[src/rtl/pipe_hazard_ctrl.sv]
// Pipeline hazard sequencer: drives load/nop of PC, IF/ID, ID/EX, EX/WB registers.
// Latency: control outputs combinational from state+inputs; counters/flags registered.
// Backpressure: memory wait freezes all stages; load-use inserts one bubble; branches flush.
module pipe_hazard_ctrl #(
    parameter int RA_W        = 3,
    parameter int FLUSH_CYC   = 1,
    parameter int MEM_TIMEOUT = 15
) (
    input  logic            CLK,
    input  logic            RSTN,
    input  logic            id_valid,
    input  logic [RA_W-1:0] id_rs,
    input  logic [RA_W-1:0] id_rt,
    input  logic            id_uses_rs,
    input  logic            id_uses_rt,
    input  logic            ex_valid,
    input  logic            ex_is_load,
    input  logic [RA_W-1:0] ex_rd,
    input  logic            br_taken,
    input  logic            mem_req,
    input  logic            mem_ack,
    output logic            pc_load,
    output logic            ifid_load,
    output logic            ifid_nop,
    output logic            idex_load,
    output logic            idex_nop,
    output logic            exwb_load,
    output logic [15:0]     stall_cnt,
    output logic            mem_err
);

    typedef enum logic [1:0] {RUN, LU_HOLD, FLUSH, MEMWAIT} state_t;

    localparam logic [1:0] FLUSH_RELOAD = 2'(FLUSH_CYC - 1);
    localparam logic [7:0] WAIT_MAX     = 8'(MEM_TIMEOUT);

    state_t      state, state_nxt;
    state_t      saved, saved_nxt;
    logic [1:0]  flush_cnt, flush_nxt;
    logic [7:0]  wait_cnt, wait_nxt;
    logic        err_set;
    logic        lu;
    logic        mem_stall;

    // Load-use hazard: a load in EX writes a register the ID instruction reads (r0 is never a hazard)
    always_comb begin
        lu = ex_valid & ex_is_load & id_valid & (ex_rd != '0) &
             ((id_uses_rs & (id_rs == ex_rd)) | (id_uses_rt & (id_rt == ex_rd)));
        mem_stall = mem_req & ~mem_ack;
    end

    // Next-state and stage controls; priority is memory wait > branch > load-use
    always_comb begin
        pc_load   = 1'b1;
        ifid_load = 1'b1;
        ifid_nop  = 1'b0;
        idex_load = 1'b1;
        idex_nop  = 1'b0;
        exwb_load = 1'b1;
        state_nxt = state;
        saved_nxt = saved;
        flush_nxt = flush_cnt;
        wait_nxt  = wait_cnt;
        err_set   = 1'b0;

        if (!RSTN) begin
            pc_load   = 1'b0;
            ifid_load = 1'b0;
            idex_load = 1'b0;
            exwb_load = 1'b0;
            ifid_nop  = 1'b1;
            idex_nop  = 1'b1;
        end else begin
            case (state)
                RUN, LU_HOLD, FLUSH: begin
                    if (mem_stall) begin
                        // Freeze every stage; the flush counter is left untouched so FLUSH resumes intact
                        pc_load   = 1'b0;
                        ifid_load = 1'b0;
                        idex_load = 1'b0;
                        exwb_load = 1'b0;
                        saved_nxt = state;
                        wait_nxt  = 8'd1;
                        state_nxt = MEMWAIT;
                    end else if (br_taken) begin
                        ifid_nop = 1'b1;
                        idex_nop = 1'b1;
                        if (FLUSH_CYC > 1) begin
                            flush_nxt = FLUSH_RELOAD;
                            state_nxt = FLUSH;
                        end else begin
                            state_nxt = RUN;
                        end
                    end else if (state == FLUSH) begin
                        // ID holds a flushed bubble here, so load-use cannot apply
                        ifid_nop  = 1'b1;
                        flush_nxt = flush_cnt - 2'd1;
                        if (flush_cnt <= 2'd1)
                            state_nxt = RUN;
                    end else if (state == RUN && lu) begin
                        // LU_HOLD ignores the hazard, so exactly one bubble is inserted
                        pc_load   = 1'b0;
                        ifid_load = 1'b0;
                        idex_nop  = 1'b1;
                        state_nxt = LU_HOLD;
                    end else begin
                        state_nxt = RUN;
                    end
                end
                MEMWAIT: begin
                    if (mem_ack) begin
                        state_nxt = saved;
                    end else if (wait_cnt >= WAIT_MAX) begin
                        // Forced release: advance anyway and leave a sticky debug flag
                        err_set   = 1'b1;
                        state_nxt = saved;
                    end else begin
                        pc_load   = 1'b0;
                        ifid_load = 1'b0;
                        idex_load = 1'b0;
                        exwb_load = 1'b0;
                        wait_nxt  = wait_cnt + 8'd1;
                    end
                end
                default: state_nxt = RUN;
            endcase
        end
    end

    // State, counters and debug registers with synchronous active-low reset
    always_ff @(posedge CLK) begin
        if (!RSTN) begin
            state     <= RUN;
            saved     <= RUN;
            flush_cnt <= 2'd0;
            wait_cnt  <= 8'd0;
            stall_cnt <= 16'd0;
            mem_err   <= 1'b0;
        end else begin
            state     <= state_nxt;
            saved     <= saved_nxt;
            flush_cnt <= flush_nxt;
            wait_cnt  <= wait_nxt;
            if (!pc_load && stall_cnt != 16'hFFFF)
                stall_cnt <= stall_cnt + 16'd1;
            if (err_set)
                mem_err <= 1'b1;
        end
    end

endmodule

[config.mk]
export PLATFORM = sky130hd
export DESIGN_NAME = pipe_hazard_ctrl
export DESIGN_NICKNAME = d
export VERILOG_FILES = /design/src/rtl/pipe_hazard_ctrl.sv
export SDC_FILE = /design/constraint.sdc
export NUM_CORES = 1
export LEC_CHECK = 0
export CAP_MARGIN = 20
export CORE_UTILIZATION = 45
export DETAILED_ROUTE_END_ITERATION = 7
export PLACE_DENSITY = 0.75
export SETUP_SLACK_MARGIN = 0.1
export SYNTH_ARGS = -nofsm -noshare
export SYNTH_HDL_FRONTEND = slang
export SYNTH_SLANG_ARGS = --single-unit
[constraint.sdc]
create_clock -name CLK -period 2.8 [get_ports CLK]
set_clock_uncertainty 0.15 [all_clocks]
set_input_delay 0.28 -clock CLK [delete_from_list [all_inputs] [get_ports CLK]]
set_output_delay 0.28 -clock CLK [all_outputs]
set_load 0.05 [all_outputs]
Word-level counts from Yosys, hierarchy flattened
Index checks and enable logic that the tools add are counted.

cells by class
  muxes and demuxes = 37
  reduce and logical (&&, ||, !) cells = 10
  divide/modulo/power cells = 0
  multiply operators = 0
  magnitude comparators = 2
  add/subtract/negate cells = 3
  equal/unequal tests = 11
  shift-type cells = 0
  bitwise logic cells = 11

operators with widths
  cell                     count
  $mux W1                  24
  $mux W8                  3
  $add A16 B1 Y16 const B  1
  $ne A16 B16 Y1 const B   1
  $pmux W8 S2              1
  $mux W2                  6
  $add A8 B1 Y8 const B    1
  $ge A8 B4 Y1 const B     1
  $and A1 B1 Y1            7
  $eq A3 B3 Y1             2
  $ne A2 B2 Y1 const B     3
  $ne A5 B5 Y1 const B     1
  $eq A2 B2 Y1 const B     2
  $pmux W1 S2              2
  $pmux W2 S2              1
  $reduce_and A2 Y1        2
  $reduce_and A4 Y1        1
  $ne A3 B3 Y1 const B     1
  $not A1 Y1               3
  $reduce_and A3 Y1        1
  $reduce_bool A3 Y1       1
  $reduce_or A3 Y1         1
  $eq A2 B1 Y1 const B     1
  $le A2 B1 Y1 const B     1
  5 further kinds          6

word-level totals
  bits in latches = 0
  memory bits (read-only) = 0
  register bits = 31
  memories kept = 0
  logic and storage cells = 80
  RAM bits = 0
  input port bits = 19
  output and inout bits = 23

Logic depth before layout (Yosys ltp)
  depth in word-level cells = 13
  gate-level depth with buffers = 9
  depth with buffers taken out = 7

Worst setup path before layout
OpenSTA, ideal clock, no wires.

  kind = input to output
  from = in RSTN
  to = out pc_load
  data arrival time = 2.140 ns
  setup slack = 0.230 ns
  cell stages on the path = 6
  path buffers = 2
  cell sequence = clkbuf_1 -> inv_1 -> a31oi_1 -> o31ai_4 -> nor2_1 -> buf_4

on the way
  cells in the longest elaborated chain, start to end = 1

RTL lines
  element             RTL line  source
  start: declaration  10        input logic RSTN,
  $mux W1             --
  end: declaration    22        output logic pc_load,

No other way between the ends.

Worst setup path in the final report
  from = in ex_rd[0]
  to = out pc_load

on the way
  cells in the longest elaborated chain, start to end = 11

RTL lines
  element                  RTL line  source
  start: declaration       18        input logic [RA_W-1:0] ex_rd,
  $eq A3 B3 Y1             48        ((id_uses_rs & (id_rs == ex_rd)) | (id_uses_rt & (id_rt == ex_rd)));
  $and A1 B1 Y1            48
  $or A1 B1 Y1             48
  $and A1 B1 Y1 (*)        47        lu = ex_valid & ex_is_load & id_valid & (ex_rd != '0) &
  $logic_and A1 B1 Y1 (*)  100       end else if (state == RUN && lu) begin
  $mux W1 (*)              100
  $mux W1 (*)              94        end else if (state == FLUSH) begin
  $mux W1 (*)              85        end else if (br_taken) begin
  $mux W1 (*)              76        if (mem_stall) begin
  $pmux W1 S2 (*)          74        case (state)
  $mux W1 (*)              66        if (!RSTN) begin

Mark *: on every way between the ends. The rest lies on a longest branch, timed or not.

==> reports/results.tsv <==
metric	value	unit
grt_pass1_vias	1370	
powerDensity	401	nW/um^2
leakage	0.765	nW
finalSetupViolations	0	
r2r_cells	7	
grt_max_degree	24	
final_common_cell	clkdlybuf4s50_1	
fin_tns_setup	0	ns
finalCriticalPeriod	2.58	ns
grt_pass1_wl	6.10	mm
via_count	1553	
cts_tree	built	
via_per_inst	5.45	
ys_ff_latch	31	
multiInputGateArea	930	sq um
p_clk_share	27.9	%
antenna_found_initial	0	
power_switching	252	uW
swShare	28.6	%
hp-class	reg -> reg	
wl_per_cell	12.8	um
finalPower	879	uW
post-place-ws	0.112	ns
clk-insertion-delay-late	0.34	ns
die_h	62.0	um
cp-end-kind	primary output	
vdd_drop_max	320	uV
seqCellArea	621	sq um
drive_gt1_share	9.21	%
ys_async_sr_fraction	0	%
place.detailed.hpwl	2.72	mm
die_area	3840	sq um
timing.fmax	0.387	GHz
start_kind	primary input	
syn_area	1620	sq um
hold_violations	0	
synth-seq-area-share	38.3	%
relSlewSlack	65.9	%
nets	260	
flow.area_growth_from_synthesis	35.4	%
tightest_slew	0.511	ns
internal_power	627	uW
grt_overflow	0	
combPwrFrac	19.8	%
endpoint	pc_load	
criticalPathCategory	in -> out	
yosysWarningCount	0	
drv_cap	0	
htreeDepth	2	
syn_area_per_cell	8.39	sq um
n_antenna_cell	0	
drt_iter0_drc	117	
gp_congestion	0.805	
syn_inst	193	
critPathArrivalTime	2.15	ns
clock-sinks	31	
cp.required	2.37	ns
ant_nets	0	
finalMaxSlewViolations	0	
cts_buffers	5	
setup_slack	0.216	ns
grtUsageTotal	21.9	%
layout_common_cells	clkdlybuf4s50_1, dfxtp_1, nor2_1	
status	completed	
setup.worst_path.start	ex_rd[0]	
ys_types	32	
row_count	21	
rsz0062_at_grt	no	
ioPinCount	42	
power_frac_seq	52.2	%
synth_ff_type	dfxtp_1	
initial_utilization	47.8	%
worst-r2r-setup-slack	0.39	ns
fillers	306	
drc	0	
drt_pass1_iterations	4	
synth_nets	215	
io_buffers	41	
fin_crit_sh	92.3	%
cts-root-buf	clkbuf_4	
wirelength	3.64	mm
r2r-start	wait_cnt[4]	
coreArea	3390	sq um
clk_pin_slew	0.10	ns
cts_max_path_buffers	2	
critPathMaxFanout	5	
r2r_end	stall_cnt[15]	
synth_edf_count	0	
dieWidth	62.0	um
-- layout make-up --
class / instances / share of cell area [%]
Multi-Input combinational cell: 147 / 42.4
Timing Repair Buffer: 46 / 23.2
Inverter: 7 / 1.20
Clock buffer: 7 / 2.05
Tap cell: 46 / 2.63
Sequential cell: 31 / 28.3
Clock inverter: 1 / 0.228
-- synth_stat cells (2+ instances only) --
master / number / area share (%)
nand2b_1: 4 / 1.5
nand2_1: 16 / 3.7
a31oi_1: 2 / 0.77
or4_1: 7 / 3.2
ha_1: 3 / 2.3
a21oi_1: 15 / 4.6
clkbuf_1: 4 / 0.93
nor2_1: 23 / 5.3
o31ai_1: 8 / 3.7
nand3_1: 9 / 2.8
dfxtp_1: 31 / 38
o21ai_0: 7 / 2.2
nor3_1: 6 / 1.9
xor2_1: 6 / 3.2
buf_4: 3 / 1.4
a211oi_1: 3 / 1.4
and3_1: 4 / 1.5
o211ai_1: 5 / 2.3
xnor2_1: 6 / 3.2
and2_1: 4 / 1.5
mux2i_1: 2 / 1.2
nand4_1: 9 / 3.5
inv_1: 7 / 1.6
-- worst min-delay path by stage --
stage / startpoint / to / slack [ns] / cells past startpoint
after floorplan: flush_cnt[1] / flush_cnt[1] / 0.29 / 2
after global placement: flush_cnt[1] / flush_cnt[1] / 0.30 / 2
after detailed placement: flush_cnt[1] / flush_cnt[1] / 0.30 / 2
after CTS: flush_cnt[1] / flush_cnt[1] / 0.31 / 2
after global routing: flush_cnt[1] / flush_cnt[1] / 0.34 / 2
final: flush_cnt[1] / flush_cnt[1] / 0.31 / 2
-- state kept, by name, summed over array words and instances (netlist names) --
register	cells
state	2
mem_err	1
wait_cnt	8
saved	2
stall_cnt	16
flush_cnt	2
-- per-layer routing --
layer  up-vias  global-route usage, %  wire length (um)
met3        10                   4.97               130
met4         0                   8.89                79
met1       709                   28.4              1750
met5         -                      0                 0
met2        32                   35.0              1680
li1        802                      -                 -
-- metrics by stage --
stage               instance area, sq um  hold slack [ns]  std cells  util [%]
floorplan                           1620            0.286        193         -
global route                        2190            0.345        285      64.7
global placement                    2140            0.295        277      63.0
finish                              2190            0.311        285      64.7
CTS                                 2190            0.313        285      64.5
detailed placement                  2140            0.299        277      63.0
-- what timing repair did --
action / CTS / global route
setup endpoints to repair: 0 / 2
gates resized for setup: 0 / 1
setup buffers: 0 / 0
hold buffers: 0 / 0
-- cell families (layout without fill, tap and decap cells) --
group                    after synthesis  in the layout  share of synthesized area [%]
adder cells (fa/ha/maj)                3              3                           2.32
AO/OA/AOI/OAI                         45             45                           19.6
flip-flops                            31             31                           38.3
AND/OR/NAND/NOR                       85             85                           27.4
multiplexers                           2              2                           1.24
XOR/XNOR                              12             12                           6.49
buffers and inverters                 15             61                           4.64
-- power groups by stage --
stage	Sequential [mW]	Combinational [mW]	Clock, mW
floorplan	0.483	0.0825	0
global route	0.461	0.187	0.274
global placement	0.469	0.172	0
detailed placement	0.469	0.174	0
CTS	0.459	0.175	0.253
finish	0.459	0.174	0.246
-- worst max-delay path: stages --
cell	delay [ns]
clkdlybuf4s50_1	0.54
xnor2_1	0.14
nand4_1	0.19
a2111oi_4	0.44
buf_4	0.20
nor2_1	0.05
buf_4	0.17
buf_12	0.14
Note: power is estimated with default switching activity, not from simulation.
